$ cat src/rtl/mem_pkg.sv
// Shared types for the memory responder: FSM states and request kinds.
// Imported by mem_responder.
package mem_pkg;

   typedef enum logic [1:0] {
      IDLE,
      ACCESS,
      DONE
   } state_t;

   typedef enum logic [1:0] {
      FETCH,
      READ,
      WRITE
   } kind_t;

endpackage

$ cat src/rtl/mem_responder.sv
// Bridges 16-bit CPU fetch/read/write requests onto an 8-bit external bus,
// one byte phase per lane with WAIT extra cycles per phase.
// Ports: clk, reset (sync, active-low); pc/ifetch, addr/rstrobe/wmask/wdata/
//   io_access from the CPU; idone/rdone/wdone/rdata back to it;
//   ext_addr/ext_wdata/ext_rdata/ext_oe_n/ext_we_n/ext_io to the bus.
module mem_responder
   import mem_pkg::*;
#(
   parameter int RV   = 16,
   parameter int VA   = 16,
   parameter int WAIT = 1
) (
   input  logic          clk,
   input  logic          reset,
   input  logic [VA-1:1] pc,
   input  logic          ifetch,
   input  logic [VA-1:1] addr,
   input  logic [1:0]    rstrobe,
   input  logic [1:0]    wmask,
   input  logic [RV-1:0] wdata,
   input  logic          io_access,
   output logic          idone,
   output logic          rdone,
   output logic          wdone,
   output logic [RV-1:0] rdata,
   output logic [VA-1:0] ext_addr,
   output logic [7:0]    ext_wdata,
   input  logic [7:0]    ext_rdata,
   output logic          ext_oe_n,
   output logic          ext_we_n,
   output logic          ext_io
);

   localparam logic [2:0] WCNT = 3'(WAIT);

   state_t        state;
   kind_t         kind;
   logic [VA-2:0] hw;
   logic [1:0]    lanes;
   logic          lane;
   logic [7:0]    wd_hi;
   logic [2:0]    cnt;
   logic [7:0]    lo;

   kind_t         req_kind;
   logic [1:0]    req_lanes;
   logic [VA-2:0] req_hw;
   logic          req;
   logic          first;

   // Request arbitration: write beats read beats fetch.
   always_comb begin
      req_kind  = FETCH;
      req_lanes = 2'b11;
      req_hw    = pc;
      if (wmask != 2'b00) begin
         req_kind  = WRITE;
         req_lanes = wmask;
         req_hw    = addr;
      end else if (rstrobe != 2'b00) begin
         req_kind  = READ;
         req_lanes = rstrobe;
         req_hw    = addr;
      end
   end

   assign req   = (wmask != 2'b00) | (rstrobe != 2'b00) | ifetch;
   // Even lane goes first whenever it is requested.
   assign first = ~req_lanes[0];

   always_ff @(posedge clk) begin
      if (!reset) begin
         state     <= IDLE;
         kind      <= FETCH;
         hw        <= '0;
         lanes     <= 2'b00;
         lane      <= 1'b0;
         wd_hi     <= 8'h00;
         cnt       <= 3'd0;
         lo        <= 8'h00;
         idone     <= 1'b0;
         rdone     <= 1'b0;
         wdone     <= 1'b0;
         rdata     <= '0;
         ext_addr  <= '0;
         ext_wdata <= 8'h00;
         ext_oe_n  <= 1'b1;
         ext_we_n  <= 1'b1;
         ext_io    <= 1'b0;
      end else begin
         idone <= 1'b0;
         rdone <= 1'b0;
         wdone <= 1'b0;
         unique case (state)
            IDLE: begin
               if (req) begin
                  kind      <= req_kind;
                  hw        <= req_hw;
                  lanes     <= req_lanes;
                  lane      <= first;
                  wd_hi     <= wdata[15:8];
                  cnt       <= WCNT;
                  ext_addr  <= {req_hw, first};
                  ext_oe_n  <= (req_kind == WRITE);
                  ext_we_n  <= (req_kind != WRITE);
                  ext_io    <= (req_kind != FETCH) & io_access;
                  ext_wdata <= (req_kind != WRITE) ? 8'h00 :
                               first ? wdata[15:8] : wdata[7:0];
                  state     <= ACCESS;
               end
            end
            ACCESS: begin
               if (cnt != 3'd0) begin
                  cnt <= cnt - 3'd1;
               end else if (!lane && lanes[1]) begin
                  // Even byte done, odd byte follows.
                  lo        <= ext_rdata;
                  lane      <= 1'b1;
                  cnt       <= WCNT;
                  ext_addr  <= {hw, 1'b1};
                  ext_wdata <= (kind == WRITE) ? wd_hi : 8'h00;
               end else begin
                  // Last phase: finish the bus cycle and report.
                  if (kind != WRITE) begin
                     // A lone byte is mirrored into both halves.
                     rdata <= (lanes == 2'b11) ? {ext_rdata, lo}
                                               : {ext_rdata, ext_rdata};
                  end
                  idone     <= (kind == FETCH);
                  rdone     <= (kind == READ);
                  wdone     <= (kind == WRITE);
                  ext_oe_n  <= 1'b1;
                  ext_we_n  <= 1'b1;
                  ext_io    <= 1'b0;
                  ext_wdata <= 8'h00;
                  state     <= DONE;
               end
            end
            DONE: begin
               state <= IDLE;
            end
            default: begin
               state <= IDLE;
            end
         endcase
      end
   end

endmodule

$ cat config.mk
export PLATFORM = sky130hd
export DESIGN_NAME = mem_responder
export DESIGN_NICKNAME = d
export VERILOG_FILES = /design/src/rtl/mem_pkg.sv /design/src/rtl/mem_responder.sv
export SDC_FILE = /design/constraint.sdc
export NUM_CORES = 1
export LEC_CHECK = 0
export BUFFER_PORTS_ARGS = -buffer_cell sky130_fd_sc_hd__buf_2
export CAP_MARGIN = 5
export CORE_ASPECT_RATIO = 0.6
export CORE_MARGIN = 2
export CORE_UTILIZATION = 45
export DETAILED_ROUTE_END_ITERATION = 16
export MAX_ROUTING_LAYER = met4
export PLACE_DENSITY = 0.71
export SLEW_MARGIN = 5
export SYNTH_ARGS = -nofsm -noshare
export SYNTH_HDL_FRONTEND = slang
export SYNTH_SLANG_ARGS = --single-unit
$ cat constraint.sdc
create_clock -name clk -period 2.85 [get_ports clk]
set_input_delay 0.57 -clock clk [delete_from_list [all_inputs] [get_ports clk]]
set_output_delay 0.57 -clock clk [all_outputs]
set_load 0.01 [all_outputs]
# == Yosys cells after proc, flatten, opt, wreduce, memory -nomap -nowiden ==
# Cells that the tools add are included.
# Widths: inputs -> output; s select.
# op_classes
bitwise_logic,8
n_reduce_logical,18
n_eq_ne,12
order_cmp,0
n_addsub,1
mux,40
div_mod_pow,0
shift,0
n_mul,0
# ops
op,count
$mux 8,7
$mux 16,3
$pmux 16 s2,1
$mux 15,2
$pmux 8 s2,1
$mux 2,6
$ne 2x2->1 const B,6
$reduce_and 3->1,4
$reduce_and 4->1,3
$mux 1,11
$mux 3,3
$pmux 1 s2,4
$reduce_bool 2->1,4
$eq 2x2->1 const B,3
$pmux 3 s2,1
$not 1->1,5
$eq 2x1->1 const B,2
$logic_not 2->1,2
$pmux 2 s2,1
$reduce_or 4->1,1
$ne 3x3->1 const B,1
$reduce_bool 3->1,1
$sub 3x1->3 const B,1
$or 1x1->1,2
4 further kinds,4
# word_totals
memories,0
inputBits,62
regBits,87
ramBits,0
wordCells,96
rom_bits,0
latch_bits,0
out_inout_bits,46

# == Longest topological paths before layout ==
# logic_depth
word_depth,7
mapped_depth,8
depth_no_buf,4

# == Worst setup path before layout ==
# Ideal clock, no wire load.
# synth_path
path_kind,input -> register
from,input wmask[0]
to,register ext_we_n
setup_ns,0.122
setup_slack_ns,0.781
path_buffers,2
cell_stages,6
required_time_ns,2.728
arrival_ns,1.947
cell_sequence,or4_1 -> buf_4 -> buf_4 -> o21bai_2 -> nand2_1 -> a221o_1
# synth_via
elab_chain_len,5
word_cells_on_any_way,9
cone_classes,eq/ne: 2; mux: 3; bitwise: 2; reduce/logical: 2
# synth_lines
element,line,text
from (decl),mem_responder.sv:19,"input logic [1:0] wmask,"
$reduce_bool 2->1 (*),"mem_responder.sv:56, mem_responder.sv:67",
$mux 2 / $or 1x1->1 (equally long branches),"mem_responder.sv:56, mem_responder.sv:67",
$ne 2x2->1 / $or 1x1->1 (equally long branches),"mem_responder.sv:105, mem_responder.sv:67",
$mux 1 / $ne 2x2->1 (equally long branches),-,
$pmux 1 s2 / $reduce_and 4->1 (equally long branches),-,
to (signal assigned),mem_responder.sv:105,ext_we_n <= (req_kind != WRITE);
to (decl),mem_responder.sv:30,"output logic ext_we_n,"
# Mark *: on every way between the ends. The rest lies on a longest branch, timed or not. The select of a mux whose other input is x is not followed.
# A chain may end at the register's enable or synchronous reset.

# == Worst setup path after layout ==
# layout_path
from,input rstrobe[1]
to,register ext_addr[3]
# layout_via
elab_chain_len,5
word_cells_on_any_way,9
cone_classes,eq/ne: 1; mux: 4; bitwise: 2; reduce/logical: 2
# layout_lines
element,line,text
from (decl),mem_responder.sv:18,"input logic [1:0] rstrobe,"
$reduce_bool 2->1 (*),"mem_responder.sv:60, mem_responder.sv:67",
$or 1x1->1 / $mux 15 (equally long branches),"mem_responder.sv:67, mem_responder.sv:60",
$or 1x1->1 / $mux 15 (equally long branches),"mem_responder.sv:67, mem_responder.sv:56",
$ne 2x2->1 (no source line) / $mux 16 (equally long branches),-,
$reduce_and 4->1 (no source line) / $pmux 16 s2 (equally long branches),-,
to (signal assigned),mem_responder.sv:103,"ext_addr <= {req_hw, first};"
to (signal assigned),mem_responder.sv:120,"ext_addr <= {hw, 1'b1};"
to (decl),mem_responder.sv:26,"output logic [VA-1:0] ext_addr,"
# Marks and branches as above.

==> out/qor.txt <==
Fillers: 727
Most used DFF post-synth: dfxtp_1
CTS tree: done
Antenna diodes: 0
Sequential cell area fraction in the yosys report: 47.09%
Maximum VDD drop: 384.9 uV
Row count: 25
Count leader, synth: dfxtp_1
Clock buffer depth: 2
CP arrival: 2.32 ns
Synth area leader: dfxtp_1
Largest net degree at the start of global routing: 35
Final worst path period need: 2.092 ns
Mapped Area: 3656 sq um
Type of the tightest min-delay check: flip-flop to flip-flop
Pins Over Slew Limit: 0
Synth-to-layout area growth: 24.57%
DRC: 0
RSZ-0062 raised after global routing: false
TritonCTS buffer count: 9
CTS clk-pin slew, worst paths: 0.06 ns
Layout cells sized above 1: 26.27%
H-tree depth: 3
GRT overflow: 0
Initial drt markers: 265
Die area: 8885 sq um
Slew headroom: 51.38%
DR vias: 3399
Area of the multi-input gates: 1752 sq um
Initial Util: 46.38%
Tot GR Track Use: 22.35%
Leakage: 2.050 nW
Period utilization: 73.39%
Post-CTS Hold Fix Bufs: 0
Pwr Density: 735.1 nW/um^2
Synthesized area per cell: 8.347 sq um
Synth Area in Compound Gates: 23.82%
Drt via density: 5.303
Worst-Skew Late Latency: 0.33 ns
Pre-CTS WS: 0.4547 ns
Post-Synth XOR/XNOR Area: 0%
Post-CTS setup buffer count: 0
Setup crit end kind: flip-flop
Die Wd: 120.4 um
Setup violators final: 0
ANT nets after route: 0
Seq. cell area: 1722 sq um
Total Wirelength: 9.284 mm
Setup TNS: 0 ns
Post-route worst setup slack: 0.7585 ns
Clk sink count: 86
Post-synthesis simple-gate area fraction: 19.92%
Post-Synth Adder-Cell Area: 0%
Clock Skew: 0.004826 ns
WL/cell: 14.48 um
Dominant combinational cell family by area after synthesis: compound AO/OA/AOI/OAI gates
Area after DPL: 4230 sq um
IO Port Bufs: 107
Final hold vios: 0
Post-synth EDFFs: 0
Ys Warns: 0
GP Congestion: 0.8024
First-pass GRT wire length: 15.02 mm
Fin nets: 590
Synth top area share: 47.09%
CP startpoint kind: primary input
Register bit count reported by yosys: 86
Post-DP HPWL: 6.519 mm
R2R Setup Slk: 0.89 ns
Async S/R FF share, synth: 0%
Outcome: finished, final reports clean
CTS root buf: clkbuf_16
CP Class: primary input to flip-flop
Worst EP required: 3.08 ns
Max-cap violations: 0
PostCTS Resize Cnt: 0
Via count of the first global-routing pass: 3066
I/O pin count: 108
Final instance area: 4554 sq um
Slew @ Worst Pin: 0.7293 ns
Crit path max fanout: 15
Top cells by area, synth: dfxtp_1 47%, nand2_1 8.7%, o21ai_0 4.9%, a211oi_1 4.7%, mux2i_1 4.1%
Syn_nets: 500
TritonRoute pass-1 iters: 4
Initial antenna violation count: 0
Fmax: 478.1 MHz
Post-Syn Instances: 438
Die Ht: 73.82 um
Synth top cells by count: 86 x dfxtp_1, 85 x nand2_1, 40 x nor2_1
Core Area: 7883 sq um
Mux cell area share after synthesis: 4.107%
Unique masters post-synth: 38
-- power breakdown --
group	switching [mW]	internal, mW	total [mW]
clock	0.462	0.788	1.25
sequential	0.101	1.35	1.45
combinational	0.387	0.264	0.651
-- final cells by class --
cell class | count | share of cell area, %
clock inverters | 6 | 1.868
repair buffers | 116 | 13.24
flip-flops and latches | 86 | 37.80
multi-input cells | 310 | 38.46
inverters | 5 | 0.4121
clock buffers | 10 | 5.247
well taps | 108 | 2.967
-- placed cells by master (no fill, tap or decap), types with 2 or more instances in the layout --
cell type / count
inv_1: 4
nand2b_1: 3
a311oi_1: 8
nor2b_1: 2
and3_1: 2
a22oi_1: 8
a221o_1: 2
buf_2: 107
clkinv_2: 2
dfxtp_1: 86
nor3_1: 4
a22o_1: 15
mux2i_1: 15
o21ai_0: 36
clkbuf_16: 9
clkinvlp_4: 2
nand3_1: 21
bufinv_16: 2
nor3b_1: 2
a211oi_1: 23
a21oi_1: 26
a32oi_1: 2
nand2_1: 85
buf_4: 9
nor2_1: 40
-- path summary, 6_finish.rpt --
path | startpoint | cells past startpoint | to
worst max-delay path | rstrobe[1] | 5 | ext_addr[3]
worst min-delay path | lo[4] | 2 | lo[4]
worst max register to register | state[0] | 4 | ext_addr[3]
worst min register to register | lo[4] | 2 | lo[4]
-- sequential cells by signal, summed over array words and instances, names as in the netlist --
register	flops
idone	1
hw	15
wdone	1
ext_wdata	8
lanes	2
lo	8
ext_oe_n	1
ext_we_n	1
rdone	1
wd_hi	8
lane	1
ext_io	1
ext_addr	15
cnt	3
rdata	16
kind	2
state	2
-- logic make-up after synthesis --
| logic type | after synthesis |
|---|---|
| buffers and inverters | 42 |
| AOI/OAI and AO/OA | 128 |
| and+or+nand+nor | 167 |
| DFF | 86 |
| muxes | 15 |
-- worst max-delay path: stages --
cell     delay [ns]
buf_2          0.13
nor4_2         0.61
a21oi_1        0.28
and3_1         0.45
a22o_1         0.26
-- per-layer routing --
| layer | up-vias | part of all wire (%) | track usage, % |
|---|---|---|---|
| li1 | 1729 | - | - |
| met1 | 1551 | 52 | 31.32 |
| met2 | 112 | 40 | 30.76 |
| met3 | 7 | 7.1 | 7.376 |
| met4 | 0 | 1.0 | 5.556 |
| met5 | - | 0 | - |
-- per-stage QoR --
stage / hold slack [ns] / std cells / power [mW] / utilization [%]
4_1_cts: 0.4562 / 641 / 3.367 / 57.78
5_1_grt: 0.4706 / 641 / 3.522 / 57.78
3_3_place_gp: 0.4422 / 625 / 2.102 / 53.67
2_1_floorplan: 0.4305 / 438 / 1.890 / -
3_5_place_dp: 0.4477 / 625 / 2.120 / 53.67
6_report: 0.4560 / 641 / 3.348 / 57.78
(Power assumes the default switching activity.)
